$ cat config.mk
export PLATFORM = sky130hd
export DESIGN_NAME = shift_arbiter
export DESIGN_NICKNAME = d
export VERILOG_FILES = /design/src/rtl/shift_arbiter.sv
export SDC_FILE = /design/constraint.sdc
export NUM_CORES = 1
export LEC_CHECK = 0
export BUFFER_PORTS_ARGS = -buffer_cell sky130_fd_sc_hd__buf_2
export CORE_ASPECT_RATIO = 1.2
export CORE_UTILIZATION = 42
export DETAILED_ROUTE_END_ITERATION = 16
export GPL_ROUTABILITY_DRIVEN = 1
export PLACE_DENSITY = 0.74
export SYNTH_ARGS = -nofsm -noshare
export SYNTH_HDL_FRONTEND = slang
export SYNTH_SLANG_ARGS = --single-unit
export TNS_END_PERCENT = 50
$ cat constraint.sdc
create_clock -name clk -period 1.9 [get_ports clk]
set_input_delay 0.095 -clock clk [delete_from_list [all_inputs] [get_ports clk]]
set_output_delay 0.095 -clock clk [all_outputs]
set_load 0.01 [all_outputs]
$ cat src/rtl/shift_arbiter.sv
// Two-requester arbiter that shares one 11-bit logical-left barrel shifter and registers the result.
// Optional macro SHIFT_ARB_ROUND_ROBIN_EN: round-robin tie break (default build: requester 0 wins ties).

module barrelShifter (
  input  logic [10:0] ip,
  input  logic [4:0]  mag,
  output logic [10:0] op
);
  // Shifts of 11 or more push every bit out, so the result is naturally zero.
  assign op = ip << mag;
endmodule

module shift_arbiter (
  input  logic        clk,
  input  logic        rst_n,
  input  logic        req0_valid,
  input  logic [10:0] req0_ip,
  input  logic [4:0]  req0_mag,
  output logic        req0_ready,
  input  logic        req1_valid,
  input  logic [10:0] req1_ip,
  input  logic [4:0]  req1_mag,
  output logic        req1_ready,
  output logic        res_valid,
  output logic [10:0] res_op,
  output logic        res_id,
  input  logic        res_ready
);

  typedef enum logic {EMPTY = 1'b0, FULL = 1'b1} state_t;

  state_t      state_reg;
  state_t      state_next;
  logic        last_grant;
  logic        can_accept;
  logic        tie_pick0;
  logic        grant0;
  logic        grant1;
  logic        grant_any;
  logic [10:0] shift_ip;
  logic [4:0]  shift_mag;
  logic [10:0] shift_op;

  // Readies are forced low while reset is asserted so nothing is handed over then.
  assign can_accept = rst_n && ((state_reg == EMPTY) || res_ready);

`ifdef SHIFT_ARB_ROUND_ROBIN_EN
  assign tie_pick0 = last_grant;
`else
  // Fixed priority: last_grant is tracked but cannot influence the tie break.
  assign tie_pick0 = 1'b1 | last_grant;
`endif

  assign grant0    = can_accept && req0_valid && (!req1_valid || tie_pick0);
  assign grant1    = can_accept && req1_valid && (!req0_valid || !tie_pick0);
  assign grant_any = grant0 || grant1;

  assign req0_ready = grant0;
  assign req1_ready = grant1;

  always_comb begin
    shift_ip  = 11'd0;
    shift_mag = 5'd0;
    if (grant0) begin
      shift_ip  = req0_ip;
      shift_mag = req0_mag;
    end else if (grant1) begin
      shift_ip  = req1_ip;
      shift_mag = req1_mag;
    end
  end

  barrelShifter u_shifter (
    .ip  (shift_ip),
    .mag (shift_mag),
    .op  (shift_op)
  );

  always_ff @(posedge clk) begin
    if (!rst_n) begin
      state_reg <= EMPTY;
    end else begin
      state_reg <= state_next;
    end
  end

  always_comb begin
    state_next = state_reg;
    case (state_reg)
      EMPTY: if (grant_any) state_next = FULL;
      FULL: begin
        if (grant_any)      state_next = FULL;
        else if (res_ready) state_next = EMPTY;
      end
      default: state_next = EMPTY;
    endcase
  end

  always_comb begin
    res_valid = (state_reg == FULL);
  end

  always_ff @(posedge clk) begin
    if (!rst_n) begin
      res_op     <= 11'd0;
      res_id     <= 1'b0;
      last_grant <= 1'b1;
    end else if (grant_any) begin
      res_op     <= shift_op;
      res_id     <= grant1;
      last_grant <= grant1;
    end
  end

endmodule
==> results of run 1 <==
==> critical path: cells and delay by family, from the launching register on <==
family	cells	cell delay, ns
AND/OR/NAND/NOR	1	0.12
multiplexers	3	0.72
buffers and inverters	2	0.36
AO/OA/AOI/OAI	2	0.26
flip-flops	1	0.35
==> through the flow <==
step | power [mW] | utilization (%) | setup WS (ns) | instances
floorplan | 0.4677 | - | -0.02469 | 168
global placement | 0.5918 | 60.89 | 0.03696 | 269
detailed placement | 0.5938 | 60.89 | 0.001080 | 269
CTS | 0.7779 | 62.35 | -0.008397 | 274
global route | 0.8417 | 64.46 | -0.07430 | 275
finish | 0.7947 | 64.46 | -0.02396 | 275
==> sequential cells by signal (all words and copies together) (netlist names) <==
| name | count |
|---|---|
| res_op | 11 |
| res_id | 1 |
| res_valid | 1 |
==> what timing repair did <==
action,in CTS,in global routing
setup endpoints to repair,4,8
setup buffers,1,1
gates resized for setup,2,11
pin swaps,0,1
==> cells in the final DEF (no fill, tap or decap), types with 4 or more instances in the layout <==
cell / synthesis / routed
buf_4: 1 / 28
nor2_1: 11 / 10
nand2_1: 24 / 24
mux2i_1: 11 / 9
a21oi_1: 4 / 4
buf_2: 3 / 51
nand3b_1: 8 / 8
a22o_1: 4 / 4
and2_1: 6 / 6
dfxtp_1: 13 / 12
o21ai_0: 6 / 6
a211oi_1: 8 / 7
nand4_1: 4 / 4
==> synthesized netlist by cell type, types with 4 or more instances <==
master,count,area [um^2]
nand2_1,24,90.09
dfxtp_1,13,260.3
mux2i_1,11,110.1
nor2_1,11,41.29
a211oi_1,8,60.06
nand3b_1,8,60.06
and2_1,6,37.54
clkbuf_1,6,22.52
o21ai_0,6,30.03
a21oi_1,4,20.02
a22o_1,4,35.03
a22oi_1,4,30.03
nand2b_1,4,25.02
nand3_1,4,20.02
nand4_1,4,25.02
==> cell type report <==
cell class                 count  area (um^2)
timing repair buffer          81        488.0
sequential                    13        261.5
multi-input combinational    140        999.7
tap                           34        42.54
inverter                       3        11.26
clock buffer                   4        26.28
fill                         273         1008
==> layer usage <==
layer | share of wire (%) | GRT usage, % | vias to the layer above
li1 | - | - | 797
met1 | 43 | 30.46 | 759
met2 | 50 | 42.56 | 52
met3 | 5.1 | 3.893 | 8
met4 | 1.7 | 7.237 | 0
met5 | 0 | 0 | -
==> path summary, 6_finish.rpt <==
path | start | endpoint | cells past startpoint
setup / recovery | res_valid | res_op[6] | 8
hold / removal | rst_n | res_id | 3
setup reg to reg | res_valid | res_op[6] | 8
hold reg to reg | res_op[6] | res_op[6] | 2
==> kinds of logic (layout without fill, tap and decap cells) <==
kind of cell,Yosys count,after routing,share of synthesized area (%)
muxes,14,14,11.55
buffers and inverters,15,88,5.577
DFF,13,13,20.35
and+or+nand+nor,75,75,30.73
AOI/OAI and AO/OA,51,51,31.80
==> where the power goes <==
part / leakage, nW / total [mW] / switching (mW) / internal, mW
registers: 0.106 / 0.286 / 0.00500 / 0.281
clock network: 0.0150 / 0.180 / 0.0983 / 0.0816
logic: 0.752 / 0.329 / 0.170 / 0.158
==> results.json, run 1 <==
{
  "timing.final.crit_share_pct": 101.3,
  "die_h_um": 62.45,
  "synth-main-ff-cell": "dfxtp_1",
  "firstDrtPassIters": 4,
  "synth_edf_count": 0,
  "seq_area_frac_synth_pct": 20.35,
  "ys_seq_elements": 13,
  "ys_types": 50,
  "mappedNetlistNets": 205,
  "final_cell_area_mm2": 0.001829,
  "cts_max_path_buffers": 2,
  "numCtsBuffers": 3,
  "yosys_warnings": 0,
  "slowest_delay_ns": 0.37,
  "status": "complete, but fails checks",
  "antenna_found_initial": 0,
  "wire_per_inst_um": 14.59,
  "end_kind": "flop",
  "drt-initial-drc-count": 55,
  "cts_tree": "built",
  "p_leak_nw": 0.8730,
  "clk_latency_ns": 0.29,
  "crit_top_cell": "mux2i_1",
  "fin_skew_ns": 0.01300,
  "via_count": 1616,
  "viasPerCell": 5.876,
  "io_buffers": 51,
  "power_density_mw_per_mm2": 434.4,
  "htree_levels": 1,
  "die_area_mm2": 0.003270,
  "finalHoldViolations": 0,
  "fin_nets": 279,
  "overflow": 0,
  "async_flop_share_pct": 0,
  "cp.required_ns": 2.08,
  "netlist_instances": 168,
  "violations": "setup timing",
  "crit_arrival_ns": 2.10,
  "pin_count": 52,
  "cts-hold-fix-buffers": 0,
  "root_buffer": "clkbuf_4",
  "finalSetupTns_ns": -0.04017,
  "relSlewSlack_pct": 66.08,
  "cp-start-kind": "flop",
  "clk_pin_slew_ns": 0.09,
  "peakVddDrop_v": 0.0004007,
  "grt_max_degree": 23,
  "gp_congestion": 0.8997,
  "rsz0062_at_grt": "true",
  "wirelength_um": 4012,
  "ant_nets": 0,
  "timing.final.ws_setup_ns": -0.02396,
  "grt_pass1_vias": 1494,
  "hold-worst-slack_ns": 0.1763,
  "period_minus_slack_ns": 1.924,
  "dpl_cell_area_mm2": 0.001728,
  "grt_pass1_wl_um": 6292,
  "drv_cap": 0,
  "syn_area_mm2": 0.001279,
  "initial_utilization_pct": 45.06,
  "die_w_um": 52.37,
  "track_usage_pct": 24.69,
  "r2r_setup_slack_ns": -0.02,
  "path_class": "reg2reg",
  "critPathSlowestCell": "mux2i_1",
  "path_cells": "nand2b_2 > buf_4 > a31oi_4 > buf_6 > mux2i_1 > mux2i_1 > mux2i_1 > o21ai_0",
  "place_hpwl_um": 3085,
  "clock.fmax_ghz": 0.5198,
  "syn_avg_cell_area_um2": 7.611,
  "critPathMaxFanout": 7,
  "tightest_slew_ns": 0.5058,
  "diodes": 0,
  "area_growth_pct": 43.05,
  "core_area_mm2": 0.002838,
  "clkSinkCount": 13,
  "num_rows": 21,
  "drv_slew": 0,
  "drive_gt1_share_pct": 41.91,
  "holdCritPathClass": "in2reg",
  "final-setup-viol-count": 3,
  "drc": 0
}
Note: power is estimated with default switching activity, not from simulation.
==> run 2, diff against run 1 <==
--- a/config.mk
+++ b/config.mk
@@ -6,11 +6,12 @@
 export NUM_CORES = 1
 export LEC_CHECK = 0
 export BUFFER_PORTS_ARGS = -buffer_cell sky130_fd_sc_hd__buf_2
+export CAP_MARGIN = 20
 export CORE_ASPECT_RATIO = 1.2
 export CORE_UTILIZATION = 42
 export DETAILED_ROUTE_END_ITERATION = 16
 export GPL_ROUTABILITY_DRIVEN = 1
-export PLACE_DENSITY = 0.74
+export PLACE_DENSITY = 0.71
 export SYNTH_ARGS = -nofsm -noshare
 export SYNTH_HDL_FRONTEND = slang
 export SYNTH_SLANG_ARGS = --single-unit
==> constraint.sdc (replaced) <==
create_clock -name clk -period 2.1 [get_ports clk]
set_input_delay 0.105 -clock clk [delete_from_list [all_inputs] [get_ports clk]]
set_output_delay 0.105 -clock clk [all_outputs]
set_load 0.01 [all_outputs]
==> run 2 against run 1 <==
The flow now finishes without violations. Utilization is 5.2 points lower. Setup slack better by 0.12 ns. Design area is 8.0% lower. Combinational power is 19% lower. Cell count is 5.1% lower. Highest routed layer unchanged. Critical path type unchanged. Sequential share of layout area is 1.2 points higher.
==> results.json, run 2 (same netlist as run 1, synthesis figures left out) <==
{
  "status": "completed",
  "drive_gt1_share_pct": 34.80,
  "r2r_cells": 7,
  "min_to": "res_op[9]",
  "fillers": 265,
  "holdCritPathClass": "in2reg",
  "cp.required_ns": 2.34,
  "io_buffers": 51,
  "cts_max_path_buffers": 2,
  "wire_per_inst_um": 15.52,
  "cts_tree": "built",
  "viasPerCell": 6.065,
  "tightest_slew_ns": 0.5022,
  "critPathMaxFanout": 11,
  "drt-initial-drc-count": 65,
  "firstDrtPassIters": 4,
  "die_w_um": 52.37,
  "p_leak_nw": 0.8092,
  "critPathSlowestCell": "or3_4",
  "final_cell_area_mm2": 0.001683,
  "final-setup-viol-count": 0,
  "ant_nets": 0,
  "place_hpwl_um": 3261,
  "die_area_mm2": 0.003270,
  "clock.fmax_ghz": 0.4996,
  "dpl_cell_area_mm2": 0.001637,
  "peakVddDrop_v": 0.0003488,
  "rsz0062_at_grt": "false",
  "htree_levels": 1,
  "timing.final.crit_share_pct": 95.31,
  "drv_cap": 0,
  "finalHoldViolations": 0,
  "largest_reg_flops": 11,
  "hp-start": "rst_n",
  "ctsResizeCount": 0,
  "r2r_setup_slack_ns": 0.1,
  "top_register": "res_op",
  "final_cell_mix": "buf_2 (51), nand2_1 (24), buf_4 (15)",
  "clk_pin_slew_ns": 0.10,
  "initial_utilization_pct": 45.06,
  "num_rows": 21,
  "grt_max_degree": 20,
  "cp_num_buf_inv": 1,
  "hold-worst-slack_ns": 0.2415,
  "numCtsBuffers": 3,
  "relSlewSlack_pct": 66.09,
  "track_usage_pct": 26.27,
  "path_class": "reg2reg",
  "diodes": 0,
  "wirelength_um": 4052,
  "regToRegEndpoint": "res_op[9]",
  "layout_commonest_cell": "buf_2",
  "hold_path_depth": 2,
  "finalSetupTns_ns": 0,
  "r2r_start": "res_valid",
  "power_density_mw_per_mm2": 410.9,
  "via_count": 1583,
  "critPathLaunch": "res_valid",
  "drc": 0,
  "cp-start-kind": "flop",
  "fin_cells": 261,
  "drv_slew": 0,
  "antenna_found_initial": 0,
  "cts-hold-fix-buffers": 0,
  "pin_count": 52,
  "area_growth_pct": 31.60,
  "fin_skew_ns": 0.01558,
  "die_h_um": 62.45,
  "clk_latency_ns": 0.29,
  "path_cells": "nor2b_1 > buf_4 > or3_4 > o21a_1 > o41ai_2 > o311a_1 > o221a_1",
  "core_area_mm2": 0.002838,
  "crit_arrival_ns": 2.24,
  "period_minus_slack_ns": 2.002,
  "gp_congestion": 0.9091,
  "slowest_delay_ns": 0.39,
  "end_kind": "flop",
  "fin_nets": 265,
  "clkSinkCount": 13,
  "dpl.cell_count": 257,
  "critical-path-top-delay-family": "compound AO/OA/AOI/OAI gates",
  "root_buffer": "clkbuf_4",
  "grt_pass1_wl_um": 6630,
  "overflow": 0,
  "post_cts_buffers": 0,
  "grt_pass1_vias": 1463,
  "power_mw": 0.6915
}
## run 2: through the flow
| stage | setup slack (ns) | utilization, % |
|---|---|---|
| 2_1_floorplan | 0.05983 | - |
| 3_3_place_gp | 0.1121 | 57.67 |
| 3_5_place_dp | 0.02039 | 57.67 |
| 4_1_cts | 0.02696 | 58.60 |
| 5_1_grt | 0.01525 | 59.30 |
| 6_report | 0.09845 | 59.30 |
## run 2: layer usage
| metal | track usage [%] | vias up | share of wire (%) |
|---|---|---|---|
| li1 | - | 765 | - |
| met1 | 31.79 | 753 | 40 |
| met2 | 48.10 | 59 | 53 |
| met3 | 3.893 | 6 | 6.4 |
| met4 | 3.618 | 0 | 0.94 |
| met5 | 0 | - | 0 |
## run 2: power by group
| group | internal, mW | switching, mW |
|---|---|---|
| registers | 0.254 | 0.00501 |
| logic | 0.122 | 0.144 |
| clock network | 0.0739 | 0.0923 |
| total | 0.450 | 0.241 |
## run 2: worst max-delay path by stage
| stage | end | depth (start not counted) |
|---|---|---|
| 6_report | res_op[9] | 7 |
| 5_1_grt | res_op[9] | 7 |
| 4_1_cts | res_op[3] | 8 |
| 3_5_place_dp | res_op[9] | 7 |
| 3_3_place_gp | res_op[9] | 7 |
| 2_1_floorplan | res_op[9] | 7 |
## run 2: cell type report
class | instances | area, um^2 | share of cell area [%]
Multi-Input combinational cell | 140 | 963.4 | 57.25
Timing Repair Buffer | 67 | 379.1 | 22.53
Sequential cell | 13 | 260.3 | 15.46
Tap cell | 34 | 42.54 | 2.528
Clock buffer | 4 | 26.28 | 1.561
Inverter | 3 | 11.26 | 0.6691
## run 2: worst register-to-register path, delay by kind of cell, from the launching register on
kind                   cells  cell delay (ns)
and+or+nand+nor            2             0.52
AOI/OAI and AO/OA          4             0.92
buffers and inverters      1             0.17
DFF                        1             0.34
==> run 3, diff against run 2 <==
--- a/config.mk
+++ b/config.mk
@@ -5,7 +5,7 @@
 export SDC_FILE = /design/constraint.sdc
 export NUM_CORES = 1
 export LEC_CHECK = 0
-export BUFFER_PORTS_ARGS = -buffer_cell sky130_fd_sc_hd__buf_2
+export BUFFER_PORTS_ARGS = -buffer_cell sky130_fd_sc_hd__buf_4
 export CAP_MARGIN = 20
 export CORE_ASPECT_RATIO = 1.2
 export CORE_UTILIZATION = 42
==> run 3 against run 2 <==
Sequential power barely moved. Cell count is 1.5% lower. Routed wire length decreased by 1.7%. Clock skew shrank 0.0078 ns. Maximum frequency grew 0.16%. Total power rose by 2.1%. Global-route usage fell by 0.83 points. Non-clock buffer count shrank 4. Design area is 4.9% higher. Via count shrank 2.1%. Flip-flop and latch count unchanged. Critical path type unchanged. Largest power group unchanged. Highest routed layer unchanged.
==> results.json, run 3 (same netlist as run 1, synthesis figures left out) <==
{
  "status": "completed",
  "cp-start-kind": "flop",
  "area_growth_pct": 38.06,
  "crit_arrival_ns": 2.19,
  "grt_pass1_vias": 1501,
  "fin_cells": 257,
  "layout_commonest_cell": "buf_4",
  "viasPerCell": 6.031,
  "root_buffer": "clkbuf_4",
  "via_count": 1550,
  "drc": 0,
  "regToRegEndpoint": "res_op[9]",
  "r2r_cells": 7,
  "hold_path_depth": 2,
  "core_area_mm2": 0.002838,
  "relSlewSlack_pct": 71.13,
  "pin_count": 52,
  "p_leak_nw": 0.8168,
  "finalHoldViolations": 0,
  "drive_gt1_share_pct": 33.63,
  "gp_congestion": 0.9025,
  "power_density_mw_per_mm2": 400.0,
  "die_w_um": 52.37,
  "holdCritPathClass": "in2reg",
  "period_minus_slack_ns": 1.998,
  "overflow": 0,
  "r2r_setup_slack_ns": 0.10,
  "clkSinkCount": 13,
  "drv_cap": 0,
  "drt-initial-drc-count": 85,
  "track_usage_pct": 25.43,
  "htree_levels": 1,
  "final_cell_mix": "buf_4 (63), nand2_1 (24), dfxtp_1 (13)",
  "ant_nets": 0,
  "num_rows": 21,
  "antenna_found_initial": 0,
  "cts_tree": "built",
  "io_buffers": 51,
  "cp.required_ns": 2.29,
  "path_class": "reg2reg",
  "drv_slew": 0,
  "final-setup-viol-count": 0,
  "clock.fmax_ghz": 0.5004,
  "min_to": "res_op[4]",
  "peakVddDrop_v": 0.0002975,
  "wire_per_inst_um": 15.49,
  "r2r_start": "res_valid",
  "fillers": 273,
  "rsz0062_at_grt": "false",
  "tightest_slew_ns": 0.4314,
  "final_cell_area_mm2": 0.001765,
  "dpl_cell_area_mm2": 0.001734,
  "largest_reg_flops": 11,
  "firstDrtPassIters": 4,
  "fin_skew_ns": 0.007739,
  "multiInputGateArea_um2": 952.2,
  "grt_max_degree": 20,
  "place_hpwl_um": 3079,
  "grt_pass1_wl_um": 6472,
  "numCtsBuffers": 3,
  "clk_pin_slew_ns": 0.09,
  "diodes": 0,
  "timing.final.crit_share_pct": 95.16,
  "critPathMaxFanout": 6,
  "fin_nets": 261,
  "die_h_um": 62.45,
  "dpl.cell_count": 253,
  "clk_latency_ns": 0.29,
  "top_register": "res_op",
  "wirelength_um": 3982,
  "end_kind": "flop",
  "initial_utilization_pct": 45.06,
  "finalSetupTns_ns": 0,
  "regArea_um2": 260.3,
  "cts_max_path_buffers": 2,
  "hp-start": "rst_n",
  "die_area_mm2": 0.003270
}
[run 3: worst max path at each step]
stage / end / cells past startpoint / slack, ns / start
2_1_floorplan: res_op[9] / 7 / 0.06 / res_valid
3_3_place_gp: res_op[9] / 7 / 0.14 / res_valid
3_5_place_dp: res_op[9] / 7 / 0.08 / res_valid
4_1_cts: res_op[9] / 7 / 0.07 / res_valid
5_1_grt: res_op[9] / 7 / 0.03 / res_valid
6_report: res_op[9] / 7 / 0.10 / res_valid
[run 3: where the power goes]
group,leakage [nW],switching [mW],internal (mW),total [mW]
registers,0.105,0.00514,0.254,0.259
clock network,0.0150,0.0912,0.0740,0.165
logic,0.696,0.142,0.139,0.282
total,0.817,0.239,0.467,0.706
[run 3: per-stage QoR]
stage	total power, mW	hold WS, ns	utilization (%)	setup slack (ns)
global placement	0.5373	0.4445	61.11	0.1360
floorplan	0.4221	0.3800	-	0.05983
detailed placement	0.5407	0.4553	61.11	0.07944
CTS	0.7067	0.1501	62.04	0.06627
global route	0.7461	0.1635	62.21	0.02860
finish	0.7062	0.1638	62.21	0.1016
[run 3: per-layer routing]
layer  share of wire, %  routed length [um]  track usage, %  up-vias
met4                2.4                  94           8.882        0
met5                  0                   0               0        -
met3                6.5                 259           4.380        9
met1                 42                1679           31.45      724
li1                   -                   -               -      758
met2                 49                1948           42.88       59
[run 3: timing repair]
item	CTS	global route
setup buffers	0	0
resized for setup	0	3
hold buffers	0	0
endpoints found under the setup margin	0	2
[run 3: final cells by class]
type,count,area share [%]
inverter,3,0.6378
tap,34,2.410
clock buffer,4,1.488
sequential,13,14.74
timing repair buffer,63,26.79
multi-input combinational,140,53.93
[run 3: worst max-delay path: stages, from the launching register on]
cell and delay (ns):
dfxtp_1 0.37, nand2b_2 0.13, nand3_1 0.15, inv_1 0.09, a22o_1 0.27, or4_1 0.51, o311a_1 0.14, o221a_1 0.23
